==> config.mk <==
export PLATFORM = sky130hd
export DESIGN_NAME = ssd_scan_ctrl_flat
export DESIGN_NICKNAME = d
export VERILOG_FILES = /design/src/rtl/ssd_scan_ctrl_if.sv /design/src/rtl/ssd_scan_ctrl.sv /design/src/flat_wrapper.sv
export SDC_FILE = /design/constraint.sdc
export NUM_CORES = 1
export LEC_CHECK = 0
export ABC_AREA = 1
export BUFFER_PORTS_ARGS = -buffer_cell sky130_fd_sc_hd__buf_4
export CORE_MARGIN = 1.5
export CORE_UTILIZATION = 41
export CTS_BUF_LIST = sky130_fd_sc_hd__clkbuf_16
export DETAILED_ROUTE_END_ITERATION = 8
export GPL_ROUTABILITY_DRIVEN = 0
export PLACE_DENSITY = 0.72
export SLEW_MARGIN = 10
export SYNTH_ARGS = -nofsm -noshare
export SYNTH_HDL_FRONTEND = slang
export SYNTH_SLANG_ARGS = --single-unit
==> constraint.sdc <==
create_clock -name clk -period 2.2 [get_ports clk]
set_input_delay 0.44 -clock clk [delete_from_list [all_inputs] [get_ports clk]]
set_output_delay 0.44 -clock clk [all_outputs]
set_load 0.1 [all_outputs]
==> src/rtl/ssd_scan_ctrl_if.sv <==
// Display-side bundle for the seven-segment scan controller.
// Load handshake, decoder loop-back and the segment/anode drive.
interface ssd_scan_ctrl_if;
  logic [15:0] value;
  logic [3:0]  dp;
  logic        load;
  logic        ready;
  logic [3:0]  digit_code;
  logic [7:0]  seg_in;
  logic [7:0]  seg;
  logic [3:0]  an;
  logic        frame_done;

  modport master (
    output value, dp, load, seg_in,
    input  ready, digit_code, seg, an, frame_done
  );

  modport slave (
    input  value, dp, load, seg_in,
    output ready, digit_code, seg, an, frame_done
  );
endinterface

==> src/rtl/ssd_scan_ctrl.sv <==
// 4-digit common-anode scan controller with frame-aligned double buffer.
// Optional leading-zero blanking when SSD_LZB_EN is defined.
module ssd_scan_ctrl #(
  parameter int REFRESH_DIV = 100000,
  parameter int GUARD       = 2000
) (
  input logic           clk,
  input logic           rst,
  ssd_scan_ctrl_if.slave bus
);

  localparam int CW =
    (REFRESH_DIV > 1) ? $clog2(REFRESH_DIV) : 1;
  localparam logic [CW-1:0] CNT_LAST =
    CW'(REFRESH_DIV - 1);
  localparam logic [CW:0] GUARD_W = (CW+1)'(GUARD);
  localparam logic [3:0] AN_RST =
    (GUARD == 0) ? 4'b1110 : 4'b1111;

  logic [CW-1:0] cnt, cnt_nxt;
  logic [1:0]    idx, idx_nxt;
  logic [15:0]   sh_val, act_val, act_val_nxt;
  logic [3:0]    sh_dp, act_dp, act_dp_nxt;
  logic          pending, pending_nxt;
  logic [3:0]    code_q, code_nxt;
  logic [3:0]    an_q, an_nxt;
  logic          fd_q;
  logic          wrap, boundary, take;
  logic [15:0]   sel_sh;
  logic          blank, dp_on;
  logic [7:0]    seg_c;

  // Next scan position, buffer transfer and next-cycle controls
  always_comb begin
    wrap        = (cnt == CNT_LAST);
    boundary    = wrap && (idx == 2'd3);
    take        = bus.load && !pending;
    cnt_nxt     = wrap ? '0 : cnt + 1'b1;
    idx_nxt     = wrap ? idx + 2'd1 : idx;
    act_val_nxt = act_val;
    act_dp_nxt  = act_dp;
    pending_nxt = pending;
    if (boundary && pending) begin
      act_val_nxt = sh_val;
      act_dp_nxt  = sh_dp;
      pending_nxt = 1'b0;
    end else if (take) begin
      pending_nxt = 1'b1;
    end
    sel_sh   = act_val_nxt >> {idx_nxt, 2'b00};
    code_nxt = sel_sh[3:0];
    if ({1'b0, cnt_nxt} < GUARD_W)
      an_nxt = 4'b1111;
    else
      an_nxt = ~(4'b0001 << idx_nxt);
  end

  // State and registered display controls
  always_ff @(posedge clk) begin
    if (rst) begin
      cnt     <= '0;
      idx     <= 2'd0;
      sh_val  <= 16'h0000;
      sh_dp   <= 4'h0;
      act_val <= 16'h0000;
      act_dp  <= 4'h0;
      pending <= 1'b0;
      code_q  <= 4'h0;
      an_q    <= AN_RST;
      fd_q    <= 1'b0;
    end else begin
      cnt     <= cnt_nxt;
      idx     <= idx_nxt;
      act_val <= act_val_nxt;
      act_dp  <= act_dp_nxt;
      pending <= pending_nxt;
      code_q  <= code_nxt;
      an_q    <= an_nxt;
      fd_q    <= boundary;
      if (take) begin
        sh_val <= bus.value;
        sh_dp  <= bus.dp;
      end
    end
  end

  // Blanking decision and segment drive for the digit on screen
  always_comb begin
    blank = 1'b0;
`ifdef SSD_LZB_EN
    case (idx)
      2'd3: blank = (act_val[15:12] == 4'h0);
      2'd2: blank = (act_val[15:8] == 8'h00);
      2'd1: blank = (act_val[15:4] == 12'h000);
      default: blank = 1'b0;
    endcase
`else
    blank = 1'b0;
`endif
    dp_on = act_dp[idx];
    if (an_q == 4'b1111)
      seg_c = 8'hFF;
    else if (blank)
      seg_c = {7'h7F, ~dp_on};
    else
      seg_c = {bus.seg_in[7:1], bus.seg_in[0] & ~dp_on};
  end

  assign bus.ready      = ~pending;
  assign bus.digit_code = code_q;
  assign bus.an         = an_q;
  assign bus.frame_done = fd_q;
  assign bus.seg        = seg_c;

endmodule

==> src/flat_wrapper.sv <==
// flat-port wrapper written by rule: the top's interface ports become plain ports
module ssd_scan_ctrl_flat 
#(
  parameter int REFRESH_DIV = 100000,
  parameter int GUARD       = 2000
)
  (clk, rst, bus_value, bus_dp, bus_load, bus_seg_in, bus_ready, bus_digit_code, bus_seg, bus_an, bus_frame_done);
  ssd_scan_ctrl_if bus_i ();
  input logic clk;
  input logic rst;
  input wire logic [$bits(bus_i.value)-1:0] bus_value;
  input wire logic [$bits(bus_i.dp)-1:0] bus_dp;
  input wire logic [$bits(bus_i.load)-1:0] bus_load;
  input wire logic [$bits(bus_i.seg_in)-1:0] bus_seg_in;
  output wire logic [$bits(bus_i.ready)-1:0] bus_ready;
  output wire logic [$bits(bus_i.digit_code)-1:0] bus_digit_code;
  output wire logic [$bits(bus_i.seg)-1:0] bus_seg;
  output wire logic [$bits(bus_i.an)-1:0] bus_an;
  output wire logic [$bits(bus_i.frame_done)-1:0] bus_frame_done;
  assign bus_i.value = bus_value;
  assign bus_i.dp = bus_dp;
  assign bus_i.load = bus_load;
  assign bus_i.seg_in = bus_seg_in;
  assign bus_ready = bus_i.ready;
  assign bus_digit_code = bus_i.digit_code;
  assign bus_seg = bus_i.seg;
  assign bus_an = bus_i.an;
  assign bus_frame_done = bus_i.frame_done;
  ssd_scan_ctrl #(.REFRESH_DIV(REFRESH_DIV), .GUARD(GUARD)) u_core (.clk(clk), .rst(rst), .bus(bus_i));
endmodule
# == After elaboration in Yosys (flattened, before gate mapping) ==
# Index checks and enable logic that the tools add are counted.
# W data, S select, Z words.
# word_totals
reg_bits,69
latch_bits,0
ramBits,0
rom_bits,0
memories,0
# op_classes
add_sub_neg,2
mul,0
div,0
magnitude_cmp,2
n_eq_ne,3
shift,2
mux,6
n_bitwise,4
reduce_logical,6
# op_table
cell,n
$add A17 B1 Y17 const B,1
$eq A17 B17 Y1 const B,1
$lt A17 B11 Y1 const B,1
$mux W17,1
$mux W16,1
$shr A16 B4 Y4,1
$mux W8,1
$eq A4 B4 Y1 const B,1
$not A4 Y4,1
$reduce_or A2 Y1,2
$shl A1 B2 Y4 const A,1
$logic_and A1 B1 Y1,3
$lt A2 B3 Y1 const B,1
$add A2 B1 Y2 const B,1
$bmux W1 S2,1
$eq A2 B2 Y1 const B,1
$mux W2,1
$not A1 Y1,2
$and A1 B1 Y1,1
$logic_not A1 Y1,1
$mux W1,1

# == Longest topological paths before layout ==
# depth
depth_word,5
mapped_depth,13

# == Worst setup path before layout ==
# Ideal clock, no wire load.
# synth_path
kind,reg2out
start,register u_core.idx[0]
end,output bus_seg[0]
arrival_time_ns,2.774
required_time_ns,1.760
path_slack_ns,-1.014
stages_incl_launch_ff,5
path_cell_list,dfxtp_1 > inv_1 > o21ai_0 > nand2_1 > o21ai_0
# synth_via
elab_chain_len,5
# synth_lines
element,line_no,rtl
start: declaration,ssd_scan_ctrl.sv:21,"logic [1:0] idx, idx_nxt;"
start signal: assignment,ssd_scan_ctrl.sv:73,idx <= idx_nxt;
$bmux W1 S2,ssd_scan_ctrl.sv:100,dp_on = act_dp[idx];
$mux W1 (implied by the code),ssd_scan_ctrl.sv:100,
$not A1 Y1,ssd_scan_ctrl.sv:106,"seg_c = {bus.seg_in[7:1], bus.seg_in[0] & ~dp_on};"
$and A1 B1 Y1,ssd_scan_ctrl.sv:106,
$mux W8,ssd_scan_ctrl.sv:101,if (an_q == 4'b1111)
end: declaration,flat_wrapper.sv:17,output wire logic [$bits(bus_i.seg)-1:0] bus_seg;
# No other way between the ends. The select of a mux whose other input is x is not followed.

# == Worst setup path after layout ==
# Ends and elaborated chain as after synthesis.

==> results.cfg <==
[sta]
final.min_clock_period_ps = 2030
finalClockSkew_ps = 4.26
hold_violations = 0
tns_ps = 0
rsz0062_at_grt = false
period_share_pct = 92.3
setup_viol = 0
worst_slack_ps = 170
maxClockFrequency_ghz = 0.493
tightest_slew_ps = 641
drv_slew = 0
slew_headroom_pct = 57.2

[cts]
tritoncts = done
root_buffer = clkbuf_16
post_cts_resized = 0
cts_setup_buffers = 0
clock_latency_ps = 330
cts_buffers = 9
clk_pin_slew_ps = 60
clock_sinks = 69
h-tree-depth = 3
cts_hold_buffers = 0
clk_path_buf_depth = 2

[worst_setup_path]
crit_required_ps = 1760
startpoint_type = flop
cpPeakStageDelay_ps = 440
cp-end-kind = primary output
rrSetupSlack_ps = 280
cp_slowest_cell = dfxtp_1
r2r-end = u_core.bus.digit_code[1]
crit_path_end = bus_seg[0]
arrival_ps = 1590
reg2reg_depth = 11
worstSetupPathType = flop to primary output
cp_cell_sequence = inv_1 -> o21ai_0 -> nand2_1 -> o21ai_2 -> buf_4
crit_start = u_core.idx[0]
r2r-start = u_core.cnt[0]
crit_path_max_fanout = 6

[finish]
drive_gt1_share_pct = 22.4
diodes = 0
area_growth_syn_to_layout_pct = 26.0
fin_area_um2 = 3890
nNetsFinal = 510

[floorplanning]
io_pins = 49
initial_core_util_pct = 42.6
die_h_um = 89.8
die_width_um = 89.8
core_area_um2 = 7250
row_count = 31
die_area_um2 = 8060

[power_and_ir_drop]
power_density_nw_per_um2 = 737
irDropWorstVdd_uv = 414
p_leak_nw = 1.61

[placement]
pre_cts_ws_ps = 277
postPlaceCellArea_um2 = 3600
port-buffer-count = 48
dpl.hpwl_um = 5200

[route]
drc = 0
first_iter_violations = 153
wl_per_cell_um = 12.1
via_per_inst = 4.91
ant_nets = 0
drt_pre_antenna_iters = 4
wirelength_um = 7050
vias = 2855

[flow_run]
maxCapViolCount = 0

[yosys]
synth_fp_nets = 457
ys.warnings.count = 0
syn_area_per_cell_um2 = 7.28
ys_types = 30
postSynthCellCount = 424
ys_seq_area_share_pct = 44.8
synth_area_um2 = 3090
synth-seq-cells = 69

[run_status]
status = complete, no violations

[worst_hold_path]
worstHoldPathType = primary input to flop

[grt]
grt_max_degree = 31
overflow = 0
antenna_found_initial = 0
track_usage_pct = 18.7
grt_pass1_wl_um = 12100
grt_pass1_vias = 2652
cell usage in the layout, fill, tap and decap left out, drive strengths merged:
master,synthesis,final
nor2,89,89
nand2,82,82
dfxtp,69,69
buf,4,55
nand3,45,45
inv,37,38
o21ai,33,33
a21oi,21,21
nand4,14,14
xor2,9,9
clkbuf,9,9
nor3,4,4
clkinv,0,3
and2,2,2
ha,2,2
clkinvlp,0,2
nor4,1,1
nand3b,1,1
nor3b,1,1
a211oi,1,1
bufinv,0,1
report_power, final:
part,leakage (nW),switching (W),internal [W]
sequential,0.559,0.0000250,0.00129
combinational,0.906,0.0000835,0.0000643
clock,0.143,0.000535,0.000869
worst max-delay path: cells and delay by family, from the launching register on:
kind / cells / cell delay, ps
buffers and inverters: 2 / 440
and+or+nand+nor: 1 / 80
AOI/OAI and AO/OA: 2 / 300
DFF: 1 / 440
layout make-up:
cell class,count,area (um2)
Clock inverter,7,67.6
Inverter,37,139
Fill cell,709,3360
Multi-Input combinational cell,305,1530
Clock buffer,9,225
Tap cell,99,124
Timing Repair Buffer,55,413
Sequential cell,69,1390
per-stage QoR:
step | total power (W) | cells | hold WS, ps | utilization (%)
after floorplan | 0.00142 | 424 | 430 | -
after global placement | 0.00148 | 565 | 444 | 49.6
after detailed placement | 0.00149 | 565 | 453 | 49.6
after CTS | 0.00288 | 581 | 319 | 53.6
after global routing | 0.00298 | 581 | 330 | 53.6
final | 0.00286 | 581 | 324 | 53.6
cells by family after synthesis:
kind of cell / share of synthesized area [%]
AO/OA/AOI/OAI: 9.36
XOR/XNOR: 2.55
adder cells (fa/ha/maj): 0.811
buffers and inverters: 6.24
flip-flops: 44.8
AND/OR/NAND/NOR: 36.3
state kept, by name (all words and copies together) (netlist names):
| register | flops |
|---|---|
| u_core.act_val | 16 |
| u_core.bus.frame_done | 1 |
| u_core.idx | 2 |
| u_core.bus.an | 4 |
| u_core.cnt | 17 |
| u_core.bus.digit_code | 4 |
| u_core.pending | 1 |
| u_core.sh_dp | 4 |
| u_core.sh_val | 16 |
| u_core.act_dp | 4 |
synth_stat cells:
library cell / count / share of area, %
a211oi_1: 1 / 0.24
a21oi_1: 18 / 2.9
a21oi_2: 3 / 0.85
and2_1: 2 / 0.41
buf_1: 2 / 0.24
buf_2: 1 / 0.16
buf_4: 1 / 0.24
clkbuf_1: 9 / 1.1
dfxtp_1: 69 / 45
ha_1: 2 / 0.81
inv_1: 35 / 4.3
inv_2: 2 / 0.24
nand2_1: 73 / 8.9
nand2_2: 5 / 1.0
nand2_4: 4 / 1.5
nand3_1: 42 / 6.8
nand3_2: 3 / 0.97
nand3b_1: 1 / 0.24
nand4_1: 14 / 2.8
nor2_1: 82 / 10
nor2_2: 3 / 0.61
nor2_4: 4 / 1.5
nor3_1: 2 / 0.32
nor3_2: 1 / 0.32
nor3_4: 1 / 0.53
nor3b_1: 1 / 0.24
nor4_1: 1 / 0.20
o21ai_0: 30 / 4.9
o21ai_1: 3 / 0.49
xor2_1: 9 / 2.6
worst min-delay path by stage:
stage	startpoint	endpoint	slack, ps	cells past startpoint
finish	bus_value[7]	u_core.sh_val[7]	320	3
global route	bus_value[11]	u_core.sh_val[11]	330	3
global placement	u_core.cnt[0]	u_core.cnt[0]	440	1
detailed placement	u_core.sh_val[1]	u_core.sh_val[1]	450	2
floorplan	u_core.act_dp[0]	u_core.act_dp[0]	430	2
CTS	bus_value[3]	u_core.sh_val[3]	320	3
layer usage:
layer	GRT usage (%)	part of all wire [%]
met4	7.41	2.0
met5	0	0
met3	5.84	5.4
met2	29.8	46
met1	23.6	47
Power figures use the tool's default switching activity.
